==> config.mk <==
export PLATFORM = sky130hd
export DESIGN_NAME = level_scroller
export DESIGN_NICKNAME = d
export VERILOG_FILES = /design/src/rtl/game_pkg.sv /design/src/rtl/tick_prescaler.sv /design/src/rtl/level_scroller.sv
export SDC_FILE = /design/constraint.sdc
export NUM_CORES = 1
export LEC_CHECK = 0
export CAP_MARGIN = 20
export CELL_PAD_IN_SITES_DETAIL_PLACEMENT = 0
export CELL_PAD_IN_SITES_GLOBAL_PLACEMENT = 1
export CORE_MARGIN = 2
export CORE_UTILIZATION = 46
export DETAILED_ROUTE_END_ITERATION = 7
export PLACE_DENSITY = 0.86
export SLEW_MARGIN = 20
export SYNTH_ARGS = -nofsm -noshare
export SYNTH_HDL_FRONTEND = slang
export SYNTH_SLANG_ARGS = --single-unit
==> constraint.sdc <==
create_clock -name clk -period 3.53 [get_ports clk]
set_input_delay 1.059 -clock clk [delete_from_list [all_inputs] [get_ports clk]]
set_output_delay 1.059 -clock clk [all_outputs]
set_load 0.02 [all_outputs]
==> src/rtl/game_pkg.sv <==
// Shared game definitions: scroller FSM states, default level geometry and
// screen codes consumed by the display logic.
package game_pkg;

  typedef enum logic [1:0] {
    ST_IDLE   = 2'd0,
    ST_SCROLL = 2'd1,
    ST_PAUSE  = 2'd2,
    ST_DONE   = 2'd3
  } scroll_state_e;

  localparam int DEF_TICK_DIV  = 250000;
  localparam int DEF_LEVEL_LEN = 2048;
  localparam int DEF_REWIND_PX = 64;

  localparam logic [2:0] SCR_TITLE     = 3'd0;
  localparam logic [2:0] SCR_PLAY      = 3'd1;
  localparam logic [2:0] SCR_LEVEL_UP  = 3'd2;
  localparam logic [2:0] SCR_WORLD_UP  = 3'd3;
  localparam logic [2:0] SCR_GAME_OVER = 3'd4;
  localparam logic [2:0] SCR_WIN       = 3'd5;

endpackage

==> src/rtl/tick_prescaler.sv <==
// Divides clk down to a one-cycle scroll tick; the phase is held while
// disabled so a pause resumes mid-period rather than restarting it.
module tick_prescaler #(
  parameter int TICK_DIV = 250000
) (
  input  logic clk,
  input  logic rst,
  input  logic en,
  input  logic clr,
  output logic tick
);

  localparam int CNT_W = (TICK_DIV > 1) ? $clog2(TICK_DIV) : 1;
  localparam logic [CNT_W-1:0] LAST = CNT_W'(TICK_DIV - 1);

  logic [CNT_W-1:0] cnt_q, cnt_d;

  always_comb begin
    tick  = en && (cnt_q == LAST);
    cnt_d = cnt_q;
    if (clr || tick) begin
      cnt_d = '0;
    end else if (en) begin
      cnt_d = cnt_q + 1'b1;
    end
  end

  always_ff @(posedge clk or negedge rst) begin
    if (!rst) begin
      cnt_q <= '0;
    end else begin
      cnt_q <= cnt_d;
    end
  end

endmodule

==> src/rtl/level_scroller.sv <==
// Level scroll position generator; raises level_complete at the end of the
// level and holds it until the game FSM moves to a new level or world.
import game_pkg::*;

module level_scroller #(
  parameter int TICK_DIV  = DEF_TICK_DIV,
  parameter int LEVEL_LEN = DEF_LEVEL_LEN,
  parameter int REWIND_PX = DEF_REWIND_PX,
  parameter int POS_W     = 12
) (
  input  logic             clk,
  input  logic             rst,
  input  logic [2:0]       level,
  input  logic [2:0]       world,
  input  logic             playerDisable,
  input  logic             resetSelect,
  input  logic             player_dead,
  output logic [POS_W-1:0] scroll_pos,
  output logic             scroll_tick,
  output logic             level_complete
);

  localparam logic [POS_W:0]   LEN_X = (POS_W + 1)'(LEVEL_LEN);
  localparam logic [POS_W-1:0] LEN_P = POS_W'(LEVEL_LEN);
  localparam logic [POS_W-1:0] RW_P  = POS_W'(REWIND_PX);

  scroll_state_e    state_q, state_d;
  logic [POS_W-1:0] pos_q, pos_d;
  logic             tick_q, tick_d;
  logic [2:0]       lvl_q, wld_q;
  logic             dead_q;

  logic             lw_change, dead_rise, adv_en, pre_clr, tick;
  logic [3:0]       step;
  logic [POS_W:0]   sum;
  logic [POS_W-1:0] rewound;

  assign lw_change = (level != lvl_q) || (world != wld_q);
  assign dead_rise = player_dead && !dead_q;
  // Only a cycle that could actually advance consumes prescaler phase.
  assign adv_en    = (state_q == ST_SCROLL) && !playerDisable && !player_dead &&
                     !resetSelect && !lw_change;
  assign pre_clr   = (state_q == ST_IDLE) || resetSelect || lw_change;

  tick_prescaler #(.TICK_DIV(TICK_DIV)) u_prescaler (
    .clk  (clk),
    .rst  (rst),
    .en   (adv_en),
    .clr  (pre_clr),
    .tick (tick)
  );

  assign step    = {1'b0, world} + 4'd1;
  assign sum     = {1'b0, pos_q} + (POS_W + 1)'(step);
  assign rewound = (pos_q > RW_P) ? (pos_q - RW_P) : '0;

  always_comb begin
    state_d = state_q;
    pos_d   = pos_q;
    tick_d  = 1'b0;
    if (resetSelect || lw_change) begin
      state_d = ST_IDLE;
      pos_d   = '0;
    end else begin
      unique case (state_q)
        ST_IDLE: begin
          pos_d = '0;
          if (!playerDisable) state_d = ST_SCROLL;
        end
        ST_SCROLL: begin
          if (dead_rise) pos_d = rewound;
          if (playerDisable || player_dead) begin
            state_d = ST_PAUSE;
          end else if (tick) begin
            tick_d = 1'b1;
            if (sum >= LEN_X) begin
              pos_d   = LEN_P;
              state_d = ST_DONE;
            end else begin
              pos_d = sum[POS_W-1:0];
            end
          end
        end
        ST_PAUSE: begin
          if (dead_rise) pos_d = rewound;
          if (!playerDisable && !player_dead) state_d = ST_SCROLL;
        end
        ST_DONE: begin
          pos_d = LEN_P;
        end
        default: state_d = ST_IDLE;
      endcase
    end
  end

  always_ff @(posedge clk or negedge rst) begin
    if (!rst) begin
      state_q <= ST_IDLE;
      pos_q   <= '0;
      tick_q  <= 1'b0;
      lvl_q   <= '0;
      wld_q   <= '0;
      dead_q  <= 1'b0;
    end else begin
      state_q <= state_d;
      pos_q   <= pos_d;
      tick_q  <= tick_d;
      lvl_q   <= level;
      wld_q   <= world;
      dead_q  <= player_dead;
    end
  end

  assign scroll_pos     = pos_q;
  assign scroll_tick    = tick_q;
  assign level_complete = (state_q == ST_DONE);

endmodule

==> results of run 1 <==
## placed cells by master (no fill, tap or decap), drive strengths merged, types with 2 or more instances in the layout
cell type,Yosys,final
a211oi,2,2
a21oi,19,19
a22oi,2,2
a31oi,2,2
and2,3,3
and3,2,2
and4,2,2
buf,5,14
clkbuf,5,6
clkdlybuf4s50,0,23
dfrtp,40,40
ha,7,7
inv,11,11
nand2,30,30
nand2b,6,6
nand3,15,15
nand4,3,3
nor2,34,34
nor2b,2,2
nor3,9,9
nor3b,2,2
nor4,6,6
nor4b,4,4
o21ai,8,8
or2,3,3
or3,5,5
or3b,2,2
or4,2,2
xnor2,20,20
xor2,10,10
## per-layer routing
| layer | part of all wire | vias up |
|---|---|---|
| met3 | 0.033 | 6 |
| met1 | 0.50 | 953 |
| li1 | - | 1013 |
| met2 | 0.46 | 36 |
| met5 | 0 | - |
| met4 | 0.012 | 0 |
## logic make-up after synthesis
group / synth area share
simple gates: 0.293
compound gates: 0.102
flops: 0.413
xor+xnor: 0.108
buf+inv: 0.0382
fa+ha+maj: 0.0444
## worst max-delay path by stage
| stage | start | end | slack, ns | cells after the start |
|---|---|---|---|---|
| final | world[0] | scroll_pos[11] | 0.43 | 11 |
| after global placement | world[0] | scroll_pos[11] | 0.19 | 11 |
| after CTS | world[0] | scroll_pos[11] | 0.43 | 11 |
| after global routing | world[0] | state_q[1] | 0.29 | 10 |
| after detailed placement | world[0] | scroll_pos[11] | 0.10 | 11 |
| after floorplan | world[2] | scroll_pos[9] | 0.80 | 7 |
## where the power goes
part	internal (mW)	leakage, nW	switching (mW)
Combinational	0.0253	0.510	0.0303
Sequential	0.462	0.543	0.00207
Clock	0.210	0.0552	0.156
Total	0.697	1.11	0.188
## metrics by stage
stage	cells	hold WS, ns
detailed placement	371	0.537
global placement	371	0.527
finish	379	0.554
floorplan	274	0.510
global route	379	0.592
CTS	379	0.557
## worst register-to-register path, cell delays in order, from the launching register on
cell and delay [ns]:
dfrtp_1 0.41, inv_1 0.06, ha_1 0.20, fa_1 0.41, nor2b_1 0.17, o2111ai_1 0.15, nand4_1 0.19, a211oi_4 0.08
buf_4 0.15, o21bai_1 0.14, a211oi_1 0.22
## area by class of cell
cell class / instances / area [sq um]
clock buffers: 6 / 72.6
clock inverters: 2 / 35.0
fillers: 497 / 2210
inverters: 11 / 41.3
multi-input cells: 213 / 1330
flip-flops and latches: 40 / 1000
well taps: 70 / 87.6
repair buffers: 37 / 333
## state kept, by name (all words and copies together) (netlist names)
name,cells
dead_q,1
lvl_q,3
scroll_pos,12
scroll_tick,1
state_q,2
u_prescaler.cnt_q,18
wld_q,3
==> impl_metrics.env, run 1 <==
export IMPL_mappedNetlistNets=293
export IMPL_hold_buffers=0
export IMPL_vdd_ir_drop_max_mv=0.179
export IMPL_synthMostInstantiatedCell="dfrtp_1"
export IMPL_grt_first_pass_wirelength_mm=9.39
export IMPL_insertedDiodeCount=0
export IMPL_synth_lib_cells_used_distinct=50
export IMPL_leakage_power_figure_nw=1.11
export IMPL_buffer_ports_inserted=24
export IMPL_grt_util_all_layers=0.199
export IMPL_cp_slowest_stage_delay_ns=0.47
export IMPL_grt_overflow_total=0
export IMPL_grt_busiest_layer="met2"
export IMPL_cts_root_buf="clkbuf_8"
export IMPL_worstReg2RegStart="scroll_pos[0]"
export IMPL_rsz0062_at_grt="no"
export IMPL_floorplan_die_height_um=76.6
export IMPL_clock_sinks=40
export IMPL_worst_r2r_setup_slack_ns=1.25
export IMPL_cts_clk_slew_worst_paths_ns=0.08
export IMPL_synth_async_reset_ratio=1.00
export IMPL_tritoncts="done"
export IMPL_utilization=0.568
export IMPL_hold_viol=0
export IMPL_io_pin_count=25
export IMPL_slew_headroom=0.400
export IMPL_dieWidth_um=76.6
export IMPL_use_met1=0.287
export IMPL_timing_critical_path_fanout_max=5
export IMPL_synth_area_leaders="dfrtp_1, xnor2_1, nor2_1"
export IMPL_antenna_found_initial=0
export IMPL_numCtsBuffers=5
export IMPL_drv_max_cap_violation_count=0
export IMPL_worst_slew_pin_slew_ns=0.900
export IMPL_grt_met2_usage=0.304
export IMPL_power_density_cell_area_nw_per_um2=305
export IMPL_cpLargestDelayFamily="buffers and inverters"
export IMPL_critical_path_endpoint_type="flip-flop"
export IMPL_hpwlAfterDp_mm=4.00
export IMPL_post_dp_cell_area_sq_um=2790
export IMPL_pre_cts_setup_slack_ns=0.104
export IMPL_skew_ns=0.00509
export IMPL_synth_enable_flop_cells=0
export IMPL_grt_util_met3=0.0403
export IMPL_start_util=0.474
export IMPL_drc=0
export IMPL_netlist_area_sq_um=2420
export IMPL_number_of_global_route_vias_before_repair=1931
export IMPL_post_cts_setup_buffers=0
export IMPL_holdPathStages=2
export IMPL_required_ns=3.74
export IMPL_critical_path_cell_chain="clkdlybuf4s50_1 > inv_1 > ha_1 > fa_1 > nor2b_1 > o2111ai_1 > nand4_1 > a211oi_4 > buf_4 > o21bai_1 > a211oi_1"
export IMPL_h_tree_depth=2
export IMPL_finalPower_mw=0.885
export IMPL_min_path_type="flip-flop to flip-flop"
export IMPL_clk_latency_ns=0.29
export IMPL_cts_repair_resize_count=0
export IMPL_achievable_frequency_ghz=0.322
export IMPL_timing_critical_path_from_type="primary input"
export IMPL_drt_pass1_iter_count=4
export IMPL_max_clock_path_buffers=2
export IMPL_yosys_top_cells_count="dfrtp_1, nor2_1, nand2_1"
export IMPL_worst_ep_arrival_time_ns=3.31
export IMPL_detail_route_wl_per_cell_um=14.1
export IMPL_reg2reg_capture_point="scroll_pos[11]"
export IMPL_gp_routability_congestion=0.843
export IMPL_finalMaxSlewViolations=0
export IMPL_stdcell_area_sq_um=2900
export IMPL_setup_violations_final=0
export IMPL_critical_path_slowest_cell="clkdlybuf4s50_1"
export IMPL_run_status="finished clean"
export IMPL_post_route_cells_drive_above_1_share=0.0971
export IMPL_hold_endpoint="u_prescaler.cnt_q[16]"
export IMPL_postSynthRegisterBits=40
export IMPL_dr_total_vias=2008
export IMPL_cell_type_with_the_highest_aggregate_area_in_the_netlist="dfrtp_1"
export IMPL_core_area_sq_um=5110
export IMPL_placement_rows=26
export IMPL_synth_sequential_area_ratio=0.413
export IMPL_vias_per_cell=5.30
export IMPL_hp_start="u_prescaler.cnt_q[16]"
export IMPL_final_antenna_net_count=0
export IMPL_design_die_area_sq_um=5860
export IMPL_largest_net_degree_at_the_start_of_global_routing=41
export IMPL_critPathKind="primary input to flip-flop"
export IMPL_timing_setup_tns_ns=0
export IMPL_synth_avg_cell_area_sq_um=8.84
export IMPL_route_final_wire_length_mm=5.35
export IMPL_yosysWarnings=0
export IMPL_reg2reg_depth=10
export IMPL_yosys_most_used_dff="dfrtp_1"
export IMPL_gate_count_after_technology_mapping=274
export IMPL_post_route_worst_setup_slack_ns=0.425
export IMPL_num_nets_final=327
export IMPL_yosys_area_top_type_share=0.413
export IMPL_period_needed_ns=3.10
export IMPL_dr_iter_0_viols=117
export IMPL_syn_to_final_growth_pct=19.7
export IMPL_critical_path_buf_inv_count=3
export IMPL_fin_crit_sh=0.880
Power figures use the tool's default switching activity.
==> inputs of run 2 (changes only) <==
--- a/config.mk
+++ b/config.mk
@@ -13,2 +13,3 @@
 export DETAILED_ROUTE_END_ITERATION = 7
+export HOLD_SLACK_MARGIN = 0.03
 export PLACE_DENSITY = 0.86
--- a/constraint.sdc
+++ b/constraint.sdc
@@ -3,2 +3,2 @@
 set_output_delay 1.059 -clock clk [all_outputs]
-set_load 0.02 [all_outputs]
+set_load 0.01 [all_outputs]
==> results of run 2 <==
The final DEF is identical to that of run 1. Status: finished clean.
==> inputs of run 3 (changes only) <==
Settings changed: GPL_TIMING_DRIVEN set to 0.
==> run 3 against run 2 <==
Compared with the run above: die area is the same; sequential share of layout area grew 0.26 points; largest cell class unchanged; design area shrank 0.73%; clock power is essentially flat; cell count shrank 0.26%; non-clock buffer count shrank 1; clock skew grew 0.0038 ns; combinational power shrank 2%; count of clock-buffer cells in the layout is the same; highest routed layer unchanged; worst setup slack lost 0.20 ns.
==> impl_metrics.env, run 3 (synthesis gave the netlist of run 1 again) <==
export IMPL_hold_buffers=0
export IMPL_num_nets_final=326
export IMPL_post_route_worst_setup_slack_ns=0.227
export IMPL_clock_sinks=40
export IMPL_reg2reg_depth=7
export IMPL_syn_to_final_growth_pct=18.8
export IMPL_gp_routability_congestion=0.823
export IMPL_rsz0062_at_grt="no"
export IMPL_critical_path_slowest_cell="nor4_2"
export IMPL_leakage_power_figure_nw=1.09
export IMPL_largest_net_degree_at_the_start_of_global_routing=25
export IMPL_critical_path_buf_inv_count=3
export IMPL_grt_overflow_total=0
export IMPL_drt_pass1_iter_count=5
export IMPL_switching_share=0.215
export IMPL_grt_first_pass_wirelength_mm=9.33
export IMPL_final_common_cell="dfrtp_1"
export IMPL_max_clock_path_buffers=2
export IMPL_min_path_type="flip-flop to flip-flop"
export IMPL_route_final_wire_length_mm=5.48
export IMPL_dr_iter_0_viols=101
export IMPL_worst_r2r_setup_slack_ns=1.10
export IMPL_hpwlAfterDp_mm=4.07
export IMPL_tritoncts="done"
export IMPL_cp_slowest_stage_delay_ns=0.53
export IMPL_vdd_ir_drop_max_mv=0.200
export IMPL_cpLargestDelayFamily="simple AND/OR/NAND/NOR gates"
export IMPL_antenna_found_initial=0
export IMPL_h_tree_depth=2
export IMPL_vias_per_cell=5.38
export IMPL_drc=0
export IMPL_detail_route_wl_per_cell_um=14.5
export IMPL_internal_power_mw=0.696
export IMPL_dp_cells=370
export IMPL_reg2reg_capture_point="u_prescaler.cnt_q[8]"
export IMPL_grt_util_all_layers=0.196
export IMPL_hold_endpoint="u_prescaler.cnt_q[17]"
export IMPL_critical_path_cell_chain="clkdlybuf4s50_1 > xor2_1 > nor4_2 > o211ai_1 > nand2b_1 > clkbuf_2 > buf_2 > nor2_1"
export IMPL_placement_rows=26
export IMPL_power_density_cell_area_nw_per_um2=308
export IMPL_utilization=0.563
export IMPL_switchingPower_mw=0.191
export IMPL_required_ns=3.75
export IMPL_final_cell_mix="dfrtp_1, nor2_1, nand2_1"
export IMPL_post_dp_cell_area_sq_um=2770
export IMPL_numCtsBuffers=5
export IMPL_io_pin_count=25
export IMPL_max_flop_register="u_prescaler.cnt_q"
export IMPL_dieWidth_um=76.6
export IMPL_finalMaxSlewViolations=0
export IMPL_setup_violations_final=0
export IMPL_drv_max_cap_violation_count=0
export IMPL_skew_ns=0.00891
export IMPL_cts_clk_slew_worst_paths_ns=0.08
export IMPL_cts_root_buf="clkbuf_8"
export IMPL_hold_viol=0
export IMPL_run_status="finished clean"
export IMPL_number_of_global_route_vias_before_repair=1968
export IMPL_core_area_sq_um=5110
export IMPL_seq_power_share=0.523
export IMPL_insertedDiodeCount=0
export IMPL_critPathKind="primary input to flip-flop"
export IMPL_achievable_frequency_ghz=0.303
export IMPL_worst_slew_pin_slew_ns=0.830
export IMPL_final_antenna_net_count=0
export IMPL_period_needed_ns=3.30
export IMPL_cts_repair_resize_count=0
export IMPL_timing_critical_path_from_type="primary input"
export IMPL_buffer_ports_inserted=24
export IMPL_holdPathStages=2
export IMPL_nFillCells=495
export IMPL_power_frac_comb=0.062
export IMPL_pre_cts_setup_slack_ns=-0.0656
export IMPL_slew_headroom=0.444
export IMPL_design_die_area_sq_um=5860
export IMPL_dr_total_vias=2035
export IMPL_post_cts_setup_buffers=0
export IMPL_critical_path_endpoint_type="flip-flop"
export IMPL_hp_start="u_prescaler.cnt_q[17]"
export IMPL_clk_latency_ns=0.29
export IMPL_fin_crit_sh=0.936
export IMPL_part_of_the_total_power_dissipated_in_the_clock_network=0.415
export IMPL_stdcell_area_sq_um=2880
export IMPL_finalNonFillerCells=378
export IMPL_whs_ns=0.562
export IMPL_timing_critical_path_fanout_max=10
export IMPL_post_route_cells_drive_above_1_share=0.0812
export IMPL_floorplan_die_height_um=76.6
export IMPL_worst_ep_arrival_time_ns=3.52
export IMPL_worstReg2RegStart="wld_q[2]"
export IMPL_start_util=0.474
export IMPL_max_reg_flops=18
run 3: changes by cell type in the layout (fill, tap and decap cells not counted), sizes merged:
cell	before	now
buf	14	8
clkbuf	6	11
run 3: layout make-up:
class                           instances  area (sq um)  area share
Inverter                               11          41.3      0.0143
Multi-Input combinational cell        213          1330       0.462
Buffer                                 10          51.3      0.0178
Timing Repair Buffer                   26           260      0.0904
Clock buffer                            6          72.6      0.0252
Sequential cell                        40          1000       0.348
Tap cell                               70          87.6      0.0304
Clock inverter                          2          35.0      0.0122
run 3: power by group through the flow:
stage / Sequential (mW) / Clock, mW / Combinational (mW)
finish: 0.464 / 0.368 / 0.0547
global route: 0.464 / 0.398 / 0.0621
detailed placement: 0.473 / 0 / 0.0558
global placement: 0.473 / 0 / 0.0531
floorplan: 0.473 / 0 / 0.0242
CTS: 0.464 / 0.378 / 0.0559
run 3: through the flow:
stage | setup TNS [ns] | power (mW)
finish | 0 | 0.887
global route | 0 | 0.924
CTS | 0 | 0.898
detailed placement | -0.446 | 0.529
global placement | -0.312 | 0.526
floorplan | 0 | 0.497
run 3: worst max-delay path by stage:
stage / start / to / slack, ns / depth (start not counted)
4_1_cts: world[2] / u_prescaler.cnt_q[8] / 0.23 / 8
3_3_place_gp: world[2] / u_prescaler.cnt_q[17] / -0.05 / 8
6_report: world[2] / u_prescaler.cnt_q[8] / 0.23 / 8
2_1_floorplan: world[2] / scroll_pos[9] / 0.80 / 7
5_1_grt: world[0] / scroll_pos[5] / 0.08 / 11
3_5_place_dp: world[2] / u_prescaler.cnt_q[8] / -0.07 / 8
run 3: tightest hold or removal path: stages (launching register included):
cell and delay, ns:
dfrtp_1 0.37, xnor2_1 0.12, nor2_1 0.04
run 3: metal layers:
layer	wire length [um]	global-route usage	part of all wire
met1	2640	0.261	0.48
met2	2620	0.325	0.48
met3	160	0.0332	0.029
met4	61	0.0655	0.011
met5	0	0	0
